**src/rtl/playground.sv**
```systemverilog
// Two-button hex counter: sync + debounce each switch, count releases, drive active-low 7-seg digits.
// Latency release->segments = 2 + DEBOUNCE_LIMIT + 1 + 1 clocks; no backpressure (free-running inputs).
module playground #(
    parameter int DEBOUNCE_LIMIT = 8
) (
    input  logic i_Clk,
    input  logic i_Rst,
    input  logic i_Switch_1,
    input  logic i_Switch_2,
    output logic o_Segment1_A,
    output logic o_Segment1_B,
    output logic o_Segment1_C,
    output logic o_Segment1_D,
    output logic o_Segment1_E,
    output logic o_Segment1_F,
    output logic o_Segment1_G,
    output logic o_Segment2_A,
    output logic o_Segment2_B,
    output logic o_Segment2_C,
    output logic o_Segment2_D,
    output logic o_Segment2_E,
    output logic o_Segment2_F,
    output logic o_Segment2_G
);

    localparam int CW = $clog2(DEBOUNCE_LIMIT);
    localparam logic [CW-1:0] DB_LAST = CW'(DEBOUNCE_LIMIT - 1);

    // Asserts asynchronously, releases two clocks later so every flop leaves reset on the same edge.
    logic [1:0] rst_sync_q;
    logic       rst_int;

    always_ff @(posedge i_Clk or posedge i_Rst) begin
        if (i_Rst) rst_sync_q <= 2'b11;
        else       rst_sync_q <= {rst_sync_q[0], 1'b0};
    end

    assign rst_int = rst_sync_q[1];

    logic [1:0] sw_raw;
    assign sw_raw = {i_Switch_2, i_Switch_1};

    for (genvar ch = 0; ch < 2; ch++) begin : g_ch
        logic [1:0]    sync_q;
        logic          stable_q, stable_d;
        logic          prev_q;
        logic [CW-1:0] db_cnt_q, db_cnt_d;
        logic [3:0]    cnt_q, cnt_d;
        logic [6:0]    seg_q, seg_d;

        always_comb begin
            stable_d = stable_q;
            db_cnt_d = '0;
            if (sync_q[1] != stable_q) begin
                if (db_cnt_q == DB_LAST) stable_d = sync_q[1];
                else                     db_cnt_d = db_cnt_q + CW'(1);
            end

            // Count on the falling edge of the debounced state (button release).
            cnt_d = cnt_q;
            if (prev_q && !stable_q) cnt_d = cnt_q + 4'd1;

            seg_d = 7'b0000001;
            case (cnt_q)
                4'h0: seg_d = 7'b0000001;
                4'h1: seg_d = 7'b1001111;
                4'h2: seg_d = 7'b0010010;
                4'h3: seg_d = 7'b0000110;
                4'h4: seg_d = 7'b1001100;
                4'h5: seg_d = 7'b0100100;
                4'h6: seg_d = 7'b0100000;
                4'h7: seg_d = 7'b0001111;
                4'h8: seg_d = 7'b0000000;
                4'h9: seg_d = 7'b0000100;
                4'hA: seg_d = 7'b0001000;
                4'hB: seg_d = 7'b1100000;
                4'hC: seg_d = 7'b0110001;
                4'hD: seg_d = 7'b1000010;
                4'hE: seg_d = 7'b0110000;
                4'hF: seg_d = 7'b0111000;
                default: seg_d = 7'b0000001;
            endcase
        end

        always_ff @(posedge i_Clk or posedge rst_int) begin
            if (rst_int) begin
                sync_q   <= 2'b00;
                stable_q <= 1'b0;
                prev_q   <= 1'b0;
                db_cnt_q <= '0;
                cnt_q    <= 4'h0;
                seg_q    <= 7'b0000001;
            end else begin
                sync_q   <= {sync_q[0], sw_raw[ch]};
                stable_q <= stable_d;
                prev_q   <= stable_q;
                db_cnt_q <= db_cnt_d;
                cnt_q    <= cnt_d;
                seg_q    <= seg_d;
            end
        end
    end

    assign {o_Segment1_A, o_Segment1_B, o_Segment1_C, o_Segment1_D,
            o_Segment1_E, o_Segment1_F, o_Segment1_G} = g_ch[0].seg_q;
    assign {o_Segment2_A, o_Segment2_B, o_Segment2_C, o_Segment2_D,
            o_Segment2_E, o_Segment2_F, o_Segment2_G} = g_ch[1].seg_q;

endmodule

```
**config.mk**
```make
export PLATFORM = sky130hd
export DESIGN_NAME = playground
export DESIGN_NICKNAME = d
export VERILOG_FILES = /design/src/rtl/playground.sv
export SDC_FILE = /design/constraint.sdc
export NUM_CORES = 1
export LEC_CHECK = 0
export BUFFER_PORTS_ARGS = -buffer_cell sky130_fd_sc_hd__buf_2
export CORE_MARGIN = 1
export CORE_UTILIZATION = 60
export CTS_CLUSTER_DIAMETER = 200
export DETAILED_ROUTE_END_ITERATION = 10
export PLACE_DENSITY = 0.81
export RECOVER_POWER = 100
export SYNTH_ARGS = -nofsm -noshare
export SYNTH_HDL_FRONTEND = slang
export SYNTH_SLANG_ARGS = --single-unit
```
**constraint.sdc**
```tcl
create_clock -name i_Clk -period 1.85 [get_ports i_Clk]
set_input_delay 0.185 -clock i_Clk [delete_from_list [all_inputs] [get_ports i_Clk]]
set_output_delay 0.185 -clock i_Clk [all_outputs]
set_load 0.05 [all_outputs]
```
# Word level (Yosys, flattened, before mapping)
# Memories as Yosys holds them, arrays and structs flattened. A register that Yosys moved wholly into a read port is not among the register bits.
# Cells that the tools add are included.
# totals
reg_bits	24
word_cells	31
memories	2
in_bits	4
rom_bits	224
output_inout_bits	14
# classes
eq_ne	4
add_sub_neg	4
reduce_logical	6
n_mux	4
# mem_list
name	words	word_bits	rd	rd_ports_with_merged_regs	write_ports	line_no	text
(no name shown)	16	7	1	1	0	64	case (cnt_q)
(no name shown)	16	7	1	1	0	64	
# op_table
operator	count
two-way mux 3 bit	4
adder 4 x 1 -> 4 bit, second input constant	2
adder 3 x 1 -> 3 bit, second input constant	2
== test 3 bit, second input constant	2
AND reduction 2 bit	2
logical AND 1 bit	2
logical NOT 1 bit	2
!= test 1 bit	2

# Longest topological paths before layout
# logic_depth
word_depth	3
ltp_mapped	5
mapped_depth_nobuf	5

# Least setup slack after synthesis
# Ideal clock, no wire load.
# synth_path
path_type	reg-to-reg
startpoint	register g_ch[0].cnt_q[0]
endpoint	register g_ch[0].seg_q[3]
setup_slack_ps	354
t_arrival_ps	1356
path_buffers	0
setup_ps	140
synth_period_minus_slack_ps	1496
path_stages_with_launch	5
required_ps	1710
cell_sequence	dfrtp_1 inv_1 ha_1 inv_1 mux4_1
# synth_lines
item	line_no	text
start: declaration	48	logic [3:0] cnt_q, cnt_d;
start signal: assignment	98	cnt_q <= cnt_d;
end: declaration	49	logic [6:0] seg_q, seg_d;

==> out/results.ini <==
[run_status]
run_status = complete, no violations

[clocking]
cts_sinks = 38
cts_root_buf = clkbuf_4
cts.path.max_buffers = 2
htree_num_levels = 2
clkTransAtPathRegs_ns = 0.12
cts.repair.resized = 0
cts_buffers = 5
tritoncts = built
insertion_delay_ns = 0.34

[floorplanning]
coreArea_sq_mm = 0.00273
dieHeight_um = 55.7
io_pins = 18
start_util = 0.633
row_count = 19
die_area_sq_mm = 0.00310
die_w_um = 55.7

[sta]
slew_violations = 0
finalClockSkew_ns = 0.00779
hold_violations = 0
period_share = 0.892
relSlewSlack = 0.444
fin_tns_setup_ns = 0
fmax_mhz = 606
setup_violations = 0
worst_slew_pin_slew_ns = 0.834
post-route-worst-setup-slack_ns = 0.199
period_minus_slack_ns = 1.65
grt_setup_unrepaired = no

[pwr]
p_leak_uw = 0.000873
power.density_mw_per_mm2 = 1660
ir_drop_uv = 1190

[synthesis]
synth_top_area_frac = 0.491
synth_common_cells = dfrtp_1 (34), ha_1 (18), nand2_1 (9), nor2_1 (8)
synth_warnings = 0
ys_seq_area_frac = 0.552
syn-num-nets = 162
ys_ff_latch = 38
async_reset_ff_frac = 1.00
synthFlopType = dfrtp_1
synth_edf_count = 0
ys_top_cells_by_area = dfrtp_1 (49%), ha_1 (13%), dfstp_2 (6.1%)
synth_area_sq_mm = 0.00173
avgSynthCellArea_sq_um = 12.4
postSynthCellCount = 140
yosysTopAreaCell = dfrtp_1
synthMostInstantiatedCell = dfrtp_1
yosysUniqueCellTypes = 37

[global_route]
grt_pass1_wl_um = 4340
antenna_found_initial = 0
grt_max_degree = 37
grt_usage = 0.187
overflow = 0
grt_pass1_vias = 994

[finish]
antennaDiodeCount = 0
area_growth_syn_to_layout_pct = 9.83
final_nets = 186
nFillCells = 199
multi_input_area_sq_um = 716
regArea_sq_um = 956
drive_above_1_share = 0.127

[placed_design]
place_congestion = 0.802
hpwl_um = 1710
post-place-ws_ns = 0.233
io_buffer_count = 17

[setup_path]
crit_arrival_ns = 1.87
worst-setup-path-type = reg2reg
startpoint_type = register
cp_max_fo = 8
cp.required_ns = 2.07
endpoint_kind = register

[route]
drtIter0Drc = 16
postRouteAntennaNets = 0
wl_um = 2450
via_per_inst = 5.29
drc = 0
wl_per_cell_um = 12.5
dr_total_vias = 1037
dr.pass1.iters = 4

[min_path]
hp-class = reg2reg

[run]
maxCapViolations = 0

## report_power, final
group | total, uW | switching [uW] | internal (uW)
Combinational | 1390 | 947 | 446
Clock | 424 | 276 | 148
Sequential | 1340 | 216 | 1130
## cell type report
type | instances | share of cell area
inverters | 8 | 0.0158
clock buffers | 5 | 0.0197
multi-input cells | 90 | 0.376
clock inverters | 3 | 0.0112
well taps | 31 | 0.0204
repair buffers | 21 | 0.0539
flip-flops and latches | 38 | 0.503
## layout by cell type, fill, tap and decap left out, types with 5 or more instances in the layout
cell      count
dfrtp_1      34
nor2_1        8
clkbuf_1     14
inv_1         7
mux2i_1       6
clkbuf_4      5
nand2_1       9
xnor2_1       7
ha_1         18
o21ai_0       7
## worst max-delay path: stages (launching register included)
cell and delay (ns):
dfrtp_1 0.49, inv_1 0.18, ha_1 0.33, inv_1 0.05
mux4_1 0.48
## sequential cells by signal, summed over array words and instances, names as in the netlist
register	flops
g_ch.cnt_q	8
g_ch.seg_q	14
g_ch.stable_q	2
g_ch.sync_q	4
g_ch.db_cnt_q	6
rst_sync_q	2
g_ch.prev_q	2
## through the flow
| step | power, uW | std cells | hold slack [ns] | instance area [sq um] | utilization |
|---|---|---|---|---|---|
| floorplan | 2510 | 140 | 0.0965 | 1730 | - |
| global placement | 2760 | 185 | 0.203 | 1840 | 0.672 |
| detailed placement | 2810 | 185 | 0.215 | 1840 | 0.672 |
| CTS | 3250 | 196 | 0.364 | 1930 | 0.704 |
| global route | 3390 | 196 | 0.374 | 1900 | 0.696 |
| finish | 3160 | 196 | 0.364 | 1900 | 0.696 |
## metal layers
layer / routed length (um) / track usage / vias up
li1: - / - / 521
met3: 89 / 0.0535 / 7
met2: 1250 / 0.308 / 18
met5: 0 / 0 / -
met4: 61 / 0.107 / 0
met1: 1050 / 0.219 / 491
## repair_timing
item | CTS | global route
hold endpoints to repair | 4 | 0
hold buffers | 3 | 0
buffers inserted | 0 | 0
## final timing paths
path	startpoint	endpoint	slack (ns)	depth (start not counted)
worst max-delay path	g_ch[0].cnt_q[0]	g_ch[0].seg_q[3]	0.20	4
worst min-delay path	g_ch[0].sync_q[0]	g_ch[0].sync_q[1]	0.36	0
worst max register to register	g_ch[0].cnt_q[0]	g_ch[0].seg_q[3]	0.20	4
worst min register to register	g_ch[0].sync_q[0]	g_ch[0].sync_q[1]	0.36	0
max in group asynchronous	rst_sync_q[1]	g_ch[1].cnt_q[3]	0.83	2
min in group asynchronous	i_Rst	rst_sync_q[1]	0.40	3
## cells by family (layout without fill, tap and decap cells)
family,Yosys count,in the layout,share of synthesized area
flip-flops,38,38,0.552
buffers and inverters,12,37,0.0325
multiplexers,10,10,0.0694
AND/OR/NAND/NOR,33,33,0.0997
other,1,1,0.00217
AO/OA/AOI/OAI,20,20,0.0737
adder cells (fa/ha/maj),18,18,0.130
XOR/XNOR,8,8,0.0405
Note: power is estimated with default switching activity, not from simulation.
